===== src/rtl/fifo_arb_pkg.sv =====
`default_nettype none
// ----------------------------------------------------------------------------
// fifo_arb_pkg : shared types and index helpers for the FIFO write arbiter
// Revision: 1.0
// ----------------------------------------------------------------------------
package fifo_arb_pkg;

  typedef enum logic {
    IDLE  = 1'b0,
    GRANT = 1'b1
  } arb_state_t;

  // Wrap an index that can exceed n-1 by less than n back into 0..n-1.
  // Kept as an explicit subtract so non-power-of-2 requester counts work.
  function automatic int rr_wrap(input int idx, input int n);
    return (idx >= n) ? (idx - n) : idx;
  endfunction

  function automatic int rr_next(input int idx, input int n);
    return rr_wrap(idx + 1, n);
  endfunction

endpackage
`default_nettype wire


===== src/rtl/fifo_wr_arbiter_if.sv =====
`default_nettype none
// ----------------------------------------------------------------------------
// fifo_wr_arbiter_if : requester-side and consumer-side signals of the arbiter
// Revision: 1.0
// ----------------------------------------------------------------------------
interface fifo_wr_arbiter_if #(
  parameter int N_REQ      = 4,
  parameter int DATA_WIDTH = 32
);
  localparam int SRC_W = $clog2(N_REQ);

  logic [N_REQ-1:0]            req_valid_i;
  logic [N_REQ-1:0]            req_ready_o;
  logic [N_REQ*DATA_WIDTH-1:0] req_data_i;
  logic                        out_valid_o;
  logic                        out_ready_i;
  logic [DATA_WIDTH-1:0]       out_data_o;
  logic [SRC_W-1:0]            out_src_o;

  modport slave (
    input  req_valid_i,
    input  req_data_i,
    input  out_ready_i,
    output req_ready_o,
    output out_valid_o,
    output out_data_o,
    output out_src_o
  );

  modport master (
    output req_valid_i,
    output req_data_i,
    output out_ready_i,
    input  req_ready_o,
    input  out_valid_o,
    input  out_data_o,
    input  out_src_o
  );

endinterface
`default_nettype wire


===== src/rtl/fifo_wr_arbiter_fifo.sv =====
`default_nettype none
// ----------------------------------------------------------------------------
// fifo_wr_arbiter_fifo : synchronous FIFO, zero-latency head, registered flags
// Revision: 1.0
// ----------------------------------------------------------------------------
module fifo_wr_arbiter_fifo #(
  parameter int DEPTH_LG2  = 4,
  parameter int DATA_WIDTH = 34,
  parameter bit RST_MEM    = 1'b0
) (
  input  wire                  clk,
  input  wire                  rst_n,
  input  wire                  wr_en_i,
  input  wire [DATA_WIDTH-1:0] wr_data_i,
  input  wire                  rd_en_i,
  output logic [DATA_WIDTH-1:0] rd_data_o,
  output logic                 full_o,
  output logic                 empty_o
);
  localparam int DEPTH = 1 << DEPTH_LG2;

  logic [DATA_WIDTH-1:0] mem_q [DEPTH];
  logic [DEPTH_LG2:0]    wr_ptr_q, wr_ptr_d;
  logic [DEPTH_LG2:0]    rd_ptr_q, rd_ptr_d;
  logic                  full_q, full_d;
  logic                  empty_q, empty_d;
  logic                  w_do_wr;
  logic                  w_do_rd;

  assign w_do_wr = wr_en_i & ~full_q;
  assign w_do_rd = rd_en_i & ~empty_q;

  // Flags are derived from next-state pointers so they are registered yet exact.
  always_comb begin
    wr_ptr_d = wr_ptr_q + {{DEPTH_LG2{1'b0}}, w_do_wr};
    rd_ptr_d = rd_ptr_q + {{DEPTH_LG2{1'b0}}, w_do_rd};
    empty_d  = (wr_ptr_d == rd_ptr_d);
    full_d   = (wr_ptr_d[DEPTH_LG2] != rd_ptr_d[DEPTH_LG2]) &&
               (wr_ptr_d[DEPTH_LG2-1:0] == rd_ptr_d[DEPTH_LG2-1:0]);
  end

  always_ff @(posedge clk) begin
    if (!rst_n) begin
      wr_ptr_q <= '0;
      rd_ptr_q <= '0;
      full_q   <= 1'b0;
      empty_q  <= 1'b1;
    end else begin
      wr_ptr_q <= wr_ptr_d;
      rd_ptr_q <= rd_ptr_d;
      full_q   <= full_d;
      empty_q  <= empty_d;
    end
  end

  if (RST_MEM) begin : g_mem_rst
    always_ff @(posedge clk) begin
      if (!rst_n) begin
        for (int i = 0; i < DEPTH; i++) begin
          mem_q[i] <= '0;
        end
      end else if (w_do_wr) begin
        mem_q[wr_ptr_q[DEPTH_LG2-1:0]] <= wr_data_i;
      end
    end
  end else begin : g_mem_norst
    always_ff @(posedge clk) begin
      if (w_do_wr) begin
        mem_q[wr_ptr_q[DEPTH_LG2-1:0]] <= wr_data_i;
      end
    end
  end

  assign rd_data_o = mem_q[rd_ptr_q[DEPTH_LG2-1:0]];
  assign full_o    = full_q;
  assign empty_o   = empty_q;

endmodule
`default_nettype wire


===== src/rtl/fifo_wr_arbiter.sv =====
`default_nettype none
// ----------------------------------------------------------------------------
// fifo_wr_arbiter : round-robin, burst-bounded sharing of one FIFO write port
// Revision: 1.0
// ----------------------------------------------------------------------------
module fifo_wr_arbiter
  import fifo_arb_pkg::*;
#(
  parameter int N_REQ      = 4,
  parameter int DATA_WIDTH = 32,
  parameter int DEPTH_LG2  = 4,
  parameter int MAX_BURST  = 4
) (
  input  wire              clk,
  input  wire              rst_n,
  fifo_wr_arbiter_if.slave bus
);
  localparam int SRC_W   = $clog2(N_REQ);
  localparam int CNT_W   = $clog2(MAX_BURST + 1);
  localparam int ENTRY_W = SRC_W + DATA_WIDTH;

  arb_state_t            state_q, state_d;
  logic [SRC_W-1:0]      rr_ptr_q, rr_ptr_d;
  logic [SRC_W-1:0]      owner_q, owner_d;
  logic [CNT_W-1:0]      beat_cnt_q, beat_cnt_d;

  logic [DATA_WIDTH-1:0] w_req_data [N_REQ];
  logic [N_REQ-1:0]      w_ready;
  logic                  w_any_valid;
  logic [SRC_W-1:0]      w_winner;
  logic                  w_owner_valid;
  logic                  w_beat_fire;
  logic                  w_last_beat;
  logic [SRC_W-1:0]      w_owner_next;
  logic                  w_full;
  logic                  w_empty;
  logic                  w_wren;
  logic                  w_rden;
  logic [ENTRY_W-1:0]    w_wdata;
  logic [ENTRY_W-1:0]    w_rdata;

  for (genvar gi = 0; gi < N_REQ; gi++) begin : g_unpack
    assign w_req_data[gi] = bus.req_data_i[gi*DATA_WIDTH +: DATA_WIDTH];
  end

  // Scan from the highest offset down so the nearest valid index to rr_ptr wins.
  always_comb begin
    w_any_valid = 1'b0;
    w_winner    = '0;
    for (int k = N_REQ - 1; k >= 0; k--) begin
      if (bus.req_valid_i[SRC_W'(rr_wrap(int'(rr_ptr_q) + k, N_REQ))]) begin
        w_any_valid = 1'b1;
        w_winner    = SRC_W'(rr_wrap(int'(rr_ptr_q) + k, N_REQ));
      end
    end
  end

  assign w_owner_valid = bus.req_valid_i[owner_q];
  assign w_beat_fire   = (state_q == GRANT) & w_owner_valid & ~w_full;
  assign w_last_beat   = (beat_cnt_q == CNT_W'(MAX_BURST - 1));
  assign w_owner_next  = SRC_W'(rr_next(int'(owner_q), N_REQ));

  always_comb begin
    state_d    = state_q;
    rr_ptr_d   = rr_ptr_q;
    owner_d    = owner_q;
    beat_cnt_d = beat_cnt_q;
    w_ready    = '0;
    unique case (state_q)
      IDLE: begin
        if (w_any_valid) begin
          owner_d    = w_winner;
          beat_cnt_d = '0;
          state_d    = GRANT;
        end
      end
      GRANT: begin
        w_ready[owner_q] = ~w_full;
        if (!w_owner_valid) begin
          state_d  = IDLE;
          rr_ptr_d = w_owner_next;
        end else if (w_beat_fire) begin
          beat_cnt_d = beat_cnt_q + CNT_W'(1);
          if (w_last_beat) begin
            state_d  = IDLE;
            rr_ptr_d = w_owner_next;
          end
        end
      end
      default: state_d = IDLE;
    endcase
  end

  always_ff @(posedge clk) begin
    if (!rst_n) begin
      state_q    <= IDLE;
      rr_ptr_q   <= '0;
      owner_q    <= '0;
      beat_cnt_q <= '0;
    end else begin
      state_q    <= state_d;
      rr_ptr_q   <= rr_ptr_d;
      owner_q    <= owner_d;
      beat_cnt_q <= beat_cnt_d;
    end
  end

  assign w_wren  = w_beat_fire;
  assign w_wdata = {owner_q, w_req_data[owner_q]};
  assign w_rden  = bus.out_valid_o & bus.out_ready_i;

  fifo_wr_arbiter_fifo #(
    .DEPTH_LG2  (DEPTH_LG2),
    .DATA_WIDTH (ENTRY_W),
    .RST_MEM    (1'b0)
  ) u_fifo (
    .clk       (clk),
    .rst_n     (rst_n),
    .wr_en_i   (w_wren),
    .wr_data_i (w_wdata),
    .rd_en_i   (w_rden),
    .rd_data_o (w_rdata),
    .full_o    (w_full),
    .empty_o   (w_empty)
  );

  // Handshake outputs are forced low while reset is asserted, even before the first edge.
  assign bus.req_ready_o = {N_REQ{rst_n}} & w_ready;
  assign bus.out_valid_o = rst_n & ~w_empty;
  assign bus.out_data_o  = w_rdata[DATA_WIDTH-1:0];
  assign bus.out_src_o   = w_rdata[ENTRY_W-1 -: SRC_W];

`ifndef SYNTHESIS
  a_ready_onehot0 : assert property (@(posedge clk) disable iff (!rst_n)
    $onehot0(bus.req_ready_o))
    else $error("req_ready_o not one-hot0: %b", bus.req_ready_o);

  a_no_write_full : assert property (@(posedge clk) disable iff (!rst_n)
    !(w_wren && w_full))
    else $error("FIFO write while full");
`endif

endmodule
`default_nettype wire

===== src/flat_wrapper.sv =====
// flat-port wrapper written by rule: the top's interface ports become plain ports
module fifo_wr_arbiter_flat import fifo_arb_pkg::*;
#(
  parameter int N_REQ      = 4,
  parameter int DATA_WIDTH = 32,
  parameter int DEPTH_LG2  = 4,
  parameter int MAX_BURST  = 4
)
  (clk, rst_n, bus_req_valid_i, bus_req_data_i, bus_out_ready_i, bus_req_ready_o, bus_out_valid_o, bus_out_data_o, bus_out_src_o);
  fifo_wr_arbiter_if #(.N_REQ(N_REQ), .DATA_WIDTH(DATA_WIDTH)) bus_i ();
  input  wire clk;
  input  wire rst_n;
  input wire logic [$bits(bus_i.req_valid_i)-1:0] bus_req_valid_i;
  input wire logic [$bits(bus_i.req_data_i)-1:0] bus_req_data_i;
  input wire logic [$bits(bus_i.out_ready_i)-1:0] bus_out_ready_i;
  output wire logic [$bits(bus_i.req_ready_o)-1:0] bus_req_ready_o;
  output wire logic [$bits(bus_i.out_valid_o)-1:0] bus_out_valid_o;
  output wire logic [$bits(bus_i.out_data_o)-1:0] bus_out_data_o;
  output wire logic [$bits(bus_i.out_src_o)-1:0] bus_out_src_o;
  assign bus_i.req_valid_i = bus_req_valid_i;
  assign bus_i.req_data_i = bus_req_data_i;
  assign bus_i.out_ready_i = bus_out_ready_i;
  assign bus_req_ready_o = bus_i.req_ready_o;
  assign bus_out_valid_o = bus_i.out_valid_o;
  assign bus_out_data_o = bus_i.out_data_o;
  assign bus_out_src_o = bus_i.out_src_o;
  fifo_wr_arbiter #(.N_REQ(N_REQ), .DATA_WIDTH(DATA_WIDTH), .DEPTH_LG2(DEPTH_LG2), .MAX_BURST(MAX_BURST)) u_core (.clk(clk), .rst_n(rst_n), .bus(bus_i));
endmodule

===== config.mk =====
export PLATFORM = sky130hd
export DESIGN_NAME = fifo_wr_arbiter_flat
export DESIGN_NICKNAME = d
export VERILOG_FILES = /design/src/rtl/fifo_arb_pkg.sv /design/src/rtl/fifo_wr_arbiter_if.sv /design/src/rtl/fifo_wr_arbiter_fifo.sv /design/src/rtl/fifo_wr_arbiter.sv /design/src/flat_wrapper.sv
export SDC_FILE = /design/constraint.sdc
export NUM_CORES = 1
export LEC_CHECK = 0
export CORE_MARGIN = 2
export CORE_UTILIZATION = 30
export CTS_BUF_LIST = sky130_fd_sc_hd__clkbuf_16
export DETAILED_ROUTE_END_ITERATION = 10
export PLACE_DENSITY = 0.57
export SYNTH_ARGS = -nofsm -noshare
export SYNTH_HDL_FRONTEND = slang
export SYNTH_SLANG_ARGS = --single-unit

===== constraint.sdc =====
create_clock -name clk -period 4 [get_ports clk]
set_input_delay 0.4 -clock clk [delete_from_list [all_inputs] [get_ports clk]]
set_output_delay 0.4 -clock clk [all_outputs]
set_load 0.05 [all_outputs]

==> summary.md, run 1 <==
| Metric | Value |
|---|---|
| Hold Path Cell Cnt | 2 |
| Resized cells post-CTS | 0 |
| Vias in the first global route | 11200 |
| CTS hold repair buffers | 0 |
| CTS tree | yes |
| Most frequent cells after synthesis | 544 x edfxtp_1, 203 x mux4_2, 22 x nor2_1 |
| Register-to-Register Path Depth | 9 |
| Status | complete, no violations |
| Synthesized cell area | 22300 sq um |
| WL final | 51100 um |
| Area grow syn2layout | 23.0% |
| DR DRC count | 0 |
| Largest net degree at the start of global routing | 53 |
| Post-synth EDFFs | 544 |
| Area contributors post-synth | edfxtp_1 73%, mux4_2 21%, dfxtp_1 1.8%, ha_1 0.56%, xor2_1 0.43% |
| Die width | 276 um |
| Most area-hungry cell type in the Yosys netlist | edfxtp_1 |
| Global-route wire length before repair | 74500 um |
| WS Path Type | reg2out |
| CTS sink cnt | 564 |
| Ports | 174 |
| Static leakage | 8.26 nW |
| # H-tree levels | 2 |
| Post-synthesis cell type count | 30 |
| Grt ovf | 0 |
| Slew Limit Fails | 0 |
| Worst setup EP type | primary output |
| Skew-Pair Late Insertion Delay | 610 ps |
| Synth Flop Type | edfxtp_1 |
| Clock Path Buffers | 3 |
| RSZ-0062 raised after global routing | false |
| Num CTS Buffers | 55 |
| Placed cell area | 25600 sq um |
| Initial core utilization | 0.304 |
| Post-layout total power | 12.7 mW |
| VDD IR max | 306 uV |
| Most common cell in the netlist | edfxtp_1 |
| Skew final | 10.6 ps |
| DPL Wire Length | 26700 um |
| DRT iter0 DRCs | 979 |
| Gr usage total | 0.133 |
| Yosys reg bits | 564 |
| Req. time, crit path | 3600 ps |
| Root Driver | clkbuf_16 |
| Min-Delay Path Class | in2reg |
| Period minus WS final | 3770 ps |
| Sequential area share after synthesis | 0.752 |
| Worst-Margin Slew | 898 ps |
| Final net count | 1285 |
| Final RePlAce weighted congestion | 0.706 |
| Total setup buffers inserted after CTS | 0 |
| CP arrival | 3370 ps |
| Yosys top cell area share | 0.734 |
| Initial antenna violation count | 0 |
| Worst-path clk slew | 60 ps |
| Worst slew margin | 0.401 |
| Cell Pwr Density | 464 nW/um^2 |
| Core ar. | 73200 sq um |
| # rows | 99 |
| Worst hold path startpoint | rst_n |
| Worst R2R Start | u_core.owner_q[0] |
| Crit-path max FO | 20 |
| Max cap viols | 0 |
| DRT Pass-1 Iters | 5 |
| CP startpoint kind | flip-flop |
| TNS Setup | 0 ps |
| Synthesized Nets | 1071 |
| Layout Utilization | 0.374 |
| Internal reg-to-reg setup slack | 1030 ps |
| Post-synth ARST share | 0 |
| Vias | 10400 |
| Max frequency | 0.265 GHz |
| Final ANT Viol Nets | 0 |
| WHS Endpoint | u_core.u_fifo.empty_o |
| R2R Path End | u_core.u_fifo.full_o |
| Die H | 276 um |
| Input/output buffers | 173 |
| Synth Warn # | 0 |
| Die Footprint | 76400 sq um |
| Post-route cell area | 27400 sq um |
| Tcrit/Tclk final | 0.943 |
| Avg Synthesized Cell Area | 24.0 sq um |
| Share of cells above drive strength 1 | 0.278 |
| Final Hold Vio Count | 0 |
| Routed WL per cell | 23.8 um |
| Syn Inst Count | 926 |
| Vias per cell | 4.86 |
| Final setup viols | 0 |
layer usage:
metal	routed length [um]	part of all wire	vias up	global-route usage
li1	-	-	4434	-
met1	22700	0.44	5632	0.182
met2	24600	0.48	291	0.216
met3	2770	0.054	67	0.0262
met4	961	0.019	0	0.0354
met5	0	0	-	0
logic make-up (layout without fill, tap and decap cells):
kind of cell	count (synthesis)	count (layout)	share of synthesized area
compound gates	15	15	0.00450
xor+xnor	11	11	0.00433
fa+ha+maj	10	10	0.00562
buf+inv	58	315	0.0136
flops	564	564	0.752
mux	204	204	0.206
other cells	0	1	0
simple gates	64	64	0.0146
critical path, stage by stage, from the launching register on:
cell,delay (ps)
dfxtp_4,510
buf_4,420
mux4_2,570
mux4_2,520
clkdlybuf4s50_1,740
per-stage QoR:
| step | hold slack [ps] | instances | worst slack (ps) |
|---|---|---|---|
| after floorplan | 448 | 926 | 494 |
| after CTS | 452 | 2142 | 138 |
| after global routing | 487 | 2142 | 58.9 |
| after detailed placement | 468 | 2042 | 693 |
| after global placement | 459 | 2042 | 736 |
| final | 469 | 2143 | 228 |
final cells by class:
cell class / instances / area [sq um]
fill: 6513 / 45800
sequential: 564 / 16800
multi-input combinational: 304 / 5360
timing repair buffer: 206 / 2280
clock buffer: 56 / 1400
tap: 959 / 1200
clock inverter: 44 / 344
inverter: 9 / 33.8
antenna: 1 / 2.50
layout by cell type (no fill, tap or decap), types with 2 or more instances in the layout:
master / n
bufinv_16: 5
nand3b_1: 3
buf_12: 24
a21oi_1: 7
a211oi_1: 2
o221ai_1: 2
nand2_1: 4
dfxtp_4: 4
dfxtp_2: 2
clkinv_4: 2
clkinv_8: 2
nand3_1: 8
edfxtp_1: 544
mux4_2: 203
ha_1: 10
nor3_4: 4
and2_1: 11
a211o_1: 2
xor2_1: 11
clkinv_1: 11
dfxtp_1: 14
inv_1: 28
buf_4: 9
clkinv_2: 3
nor2_1: 10
clkbuf_16: 56
nand2b_1: 5
or3_1: 2
nor2_4: 12
clkdlybuf4s50_1: 173
sequential cells by signal, summed over array words and instances, names as in the netlist:
name,cells
u_core.u_fifo.full_o,1
u_core.rr_ptr_q,2
u_core.u_fifo.wr_ptr_q,5
u_core.u_fifo.rd_ptr_q,5
u_core.beat_cnt_q,3
u_core.state_q,1
u_core.owner_q,2
u_core.u_fifo.mem_q,544
u_core.u_fifo.empty_o,1
worst max-delay path by stage:
stage | startpoint | to | slack (ps)
floorplan | u_core.owner_q[0] | u_core.u_fifo.mem_q[4][0] | 490
global placement | bus_req_valid_i[1] | u_core.u_fifo.full_o | 740
detailed placement | bus_req_valid_i[3] | u_core.u_fifo.full_o | 690
CTS | u_core.u_fifo.rd_ptr_q[0] | bus_out_data_o[0] | 140
global route | u_core.u_fifo.rd_ptr_q[0] | bus_out_data_o[0] | 60
finish | u_core.u_fifo.rd_ptr_q[0] | bus_out_data_o[0] | 230
report_power, final:
part           internal (mW)  total, mW  switching [mW]
registers               6.64       6.67          0.0270
logic                  0.446       1.01           0.561
clock network           2.85       5.02            2.17
(Power assumes the default switching activity.)
==> run 2: changes to the inputs <==
--- a/config.mk
+++ b/config.mk
@@ -5,10 +5,12 @@
 export SDC_FILE = /design/constraint.sdc
 export NUM_CORES = 1
 export LEC_CHECK = 0
+export ABC_AREA = 1
 export CORE_MARGIN = 2
 export CORE_UTILIZATION = 30
 export CTS_BUF_LIST = sky130_fd_sc_hd__clkbuf_16
 export DETAILED_ROUTE_END_ITERATION = 10
+export GPL_TIMING_DRIVEN = 0
 export PLACE_DENSITY = 0.57
 export SYNTH_ARGS = -nofsm -noshare
 export SYNTH_HDL_FRONTEND = slang
==> run 2 against run 1 <==
Effect of this change:
- sequential power rose by 17%
- synthesized cell count rose by 94%
- final cell count rose by 47%
- design area rose by 6.4%
- synthesized area rose by 6.4%
- die area rose by 6.3%
- wire length rose by 50%
- largest power group unchanged
- register-to-register slack got worse by 590 ps
- highest routed layer unchanged
- non-clock buffer count rose by 107
- via count rose by 53%
==> summary.md, run 2 <==
| Metric | Value |
|---|---|
| Status | complete, no violations (unchanged) |
| Period minus WS final | 3860 ps (was 3770 ps) |
| Most common cell in the netlist | edfxtp_1 (unchanged) |
| Worst R2R Start | u_core.owner_q[0] (unchanged) |
| DRT Pass-1 Iters | 5 (unchanged) |
| Worst slew margin | 0.0726 (was 0.401) |
| Largest Register | u_core.u_fifo.mem_q (unchanged) |
| Tcrit/Tclk final | 0.965 (was 0.943) |
| DR DRC count | 0 (unchanged) |
| Clock Path Buffers | 3 (unchanged) |
| Fillers | 7476 (was 6513) |
| Commonest non-fill, non-tap cell in the layout | edfxtp_1 (unchanged) |
| Sequential area share after synthesis | 0.707 (was 0.752) |
| Max frequency | 0.259 GHz (was 0.265 GHz) |
| Input/output buffers | 173 (unchanged) |
| Biggest regs | u_core.u_fifo.mem_q (544), u_core.u_fifo.rd_ptr_q (5), u_core.u_fifo.wr_ptr_q (5) (unchanged) |
| Worst-Margin Slew | 1390 ps (was 898 ps) |
| PnR worst setup slack | 142 ps (was 228 ps) |
| Num CTS Buffers | 59 (was 55) |
| Slew Limit Fails | 0 (unchanged) |
| Cell Pwr Density | 576 nW/um^2 (was 464 nW/um^2) |
| Ports | 174 (unchanged) |
| Most frequent cells in the layout | 544 x edfxtp_1, 226 x o21ai_0, 177 x inv_1 (was 544 x edfxtp_1, 203 x mux4_2, 173 x clkdlybuf4s50_1) |
| CP arrival | 3460 ps (was 3370 ps) |
| CP startpoint kind | flip-flop (unchanged) |
| Syn Inst Count | 1801 (was 926) |
| Synthesized Nets | 1946 (was 1071) |
| Core ar. | 78600 sq um (was 73200 sq um) |
| Skew-Pair Late Insertion Delay | 660 ps (was 610 ps) |
| # H-tree levels | 2 (unchanged) |
| Die width | 285 um (was 276 um) |
| Final setup viols | 0 (unchanged) |
| Gr usage total | 0.184 (was 0.133) |
| Yosys top cell area share | 0.690 (was 0.734) |
| Static leakage | 9.65 nW (was 8.26 nW) |
| Compound-Gate Fraction of Synth Area | 0.132 (was 0.00450) |
| Post-synthesis cell type count | 32 (was 30) |
| CTS tree | yes (unchanged) |
| # rows | 103 (was 99) |
| Share of cells above drive strength 1 | 0.0913 (was 0.278) |
| Post-synth ARST share | 0 (unchanged) |
| Worst setup EP type | primary output (unchanged) |
| WL final | 76500 um (was 51100 um) |
| Mux cell area share after synthesis | 0.0575 (was 0.206) |
| Largest net degree at the start of global routing | 26 (was 53) |
| RSZ-0062 raised after global routing | false (unchanged) |
| Simple-Gate Fraction of Synth Area | 0.0433 (was 0.0146) |
| Max cap viols | 0 (unchanged) |
| DPL Wire Length | 51600 um (was 26700 um) |
| Routed WL per cell | 24.2 um (was 23.8 um) |
| Largest register FFs | 544 (unchanged) |
| Yosys reg bits | 564 (unchanged) |
| Die Footprint | 81200 sq um (was 76400 sq um) |
| Most frequent cells after synthesis | 544 x edfxtp_1, 226 x o21ai_0, 165 x inv_1 (was 544 x edfxtp_1, 203 x mux4_2, 22 x nor2_1) |
| Crit-path max FO | 10 (was 20) |
| TNS Setup | 0 ps (unchanged) |
| DRT iter0 DRCs | 1321 (was 979) |
| VDD IR max | 371 uV (was 306 uV) |
| Worst hold path startpoint | rst_n (unchanged) |
| Synthesized cell area | 23700 sq um (was 22300 sq um) |
| Final RePlAce weighted congestion | 0.842 (was 0.706) |
| Largest family of logic cells by synthesized area | compound AO/OA/AOI/OAI gates (was multiplexers) |
| XOR/XNOR Fraction of Synth Area | 0.00407 (was 0.00433) |
| Area contributors post-synth | edfxtp_1 69%, mux2i_1 5.7%, o21ai_0 4.8%, o211ai_1 4.3%, a21oi_1 3.1% (was edfxtp_1 73%, mux4_2 21%, dfxtp_1 1.8%, ha_1 0.56%, xor2_1 0.43%) |
| Area grow syn2layout | 23.0% (about the same) |
| Global-route wire length before repair | 108000 um (was 74500 um) |
| Root Driver | clkbuf_16 (unchanged) |
| CP startpoint | u_core.u_fifo.rd_ptr_q[0] (unchanged) |
| Vias in the first global route | 15900 (was 11200) |
| CTS sink cnt | 564 (unchanged) |
| Initial antenna violation count | 3 (was 0) |
| Initial core utilization | 0.301 (was 0.304) |
| Vias per cell | 5.05 (was 4.86) |
| Synth Warn # | 0 (unchanged) |
| Final net count | 2201 (was 1285) |
| Most area-hungry cell type in the Yosys netlist | edfxtp_1 (unchanged) |
| Post-synth EDFFs | 544 (unchanged) |
| Die H | 285 um (was 276 um) |
| Skew final | 51.5 ps (was 10.6 ps) |
| Req. time, crit path | 3600 ps (about the same) |
| Avg Synthesized Cell Area | 13.2 sq um (was 24.0 sq um) |
| Worst-path clk slew | 60 ps (about the same) |
| Final ANT Viol Nets | 0 (unchanged) |
| Worst Setup Slack post-DPL | -608 ps (was 693 ps) |
| Min-Delay Path Class | in2reg (unchanged) |
| Synth Flop Type | edfxtp_1 (unchanged) |
| Hold_ws | 441 ps (was 469 ps) |
| Vias | 15900 (was 10400) |
| WS Path Type | reg2out (unchanged) |
| Grt ovf | 0 (unchanged) |
| Final Hold Vio Count | 0 (unchanged) |
| Post-Synth Adder-Cell Area | 0.00528 (was 0.00562) |
[run 2: changes by cell type in the layout (fill, tap and decap cells not counted), moves of 80 or more]
cell	previous run	this run
mux2i_1	1	136
mux4_2	203	0
inv_1	28	177
o21ai_0	0	226
a21oi_1	7	145
o211ai_1	0	137
nand2_1	4	84
[run 2: what timing repair did]
item / 4_1_cts / 5_1_grt
buffers inserted: 1 / 0
resized for setup: 9 / 16
hold buffers: 0 / 0
endpoints found under the setup margin: 661 / 11
[run 2: worst max-delay path, stage by stage, from the launching register on]
cell	delay, ps
dfxtp_1	420
buf_4	230
buf_4	260
buf_6	220
mux2i_1	130
o211ai_1	270
nand3_1	230
nand2_1	250
clkdlybuf4s50_1	830
[run 2: report_power, final]
part / switching (mW) / internal [mW] / leakage [nW]
sequential: 0.138 / 7.65 / 5.07
clock: 2.31 / 2.81 / 0.934
combinational: 2.89 / 0.985 / 3.64
[run 2: per-stage QoR]
stage,power [mW],utilization,cells,instance area (sq um)
2_1_floorplan,9.92,-,1801,23700
3_3_place_gp,11.6,0.340,3024,26700
3_5_place_dp,11.7,0.346,3041,27200
4_1_cts,16.8,0.369,3149,29000
5_1_grt,17.4,0.371,3155,29100
6_report,16.8,0.371,3160,29100
[run 2: area by class of cell]
class | instances | area, sq um | area share
sequential | 564 | 16700 | 0.575
multi-input combinational | 950 | 5890 | 0.202
timing repair buffer | 195 | 2120 | 0.0727
clock buffer | 59 | 1480 | 0.0507
tap | 1050 | 1310 | 0.0451
inverter | 168 | 637 | 0.0219
buffer | 118 | 612 | 0.0210
clock inverter | 49 | 329 | 0.0113
antenna | 7 | 17.5 | 0.000601
[run 2: cell families (layout without fill, tap and decap cells)]
| kind of cell | after synthesis | count (layout) |
|---|---|---|
| multiplexers | 136 | 136 |
| XOR/XNOR | 11 | 11 |
| AO/OA/AOI/OAI | 545 | 545 |
| adder cells (fa/ha/maj) | 10 | 10 |
| buffers and inverters | 287 | 589 |
| other | 0 | 7 |
| AND/OR/NAND/NOR | 248 | 248 |
| flip-flops | 564 | 564 |
[run 2: final timing paths]
check,endpoint,slack (ps),cells after the start
max,bus_out_data_o[18],140,8
min,u_core.u_fifo.full_o,440,3
max reg2reg,u_core.u_fifo.mem_q[15][29],440,4
min reg2reg,u_core.beat_cnt_q[1],500,2
[run 2: metal layers]
metal  part of all wire  up-vias  GRT usage
met5                  0        -          0
met4              0.032        0     0.0615
met1               0.41     7928      0.238
met3              0.075      133     0.0363
li1                   -     7203          -
met2               0.48      683      0.311
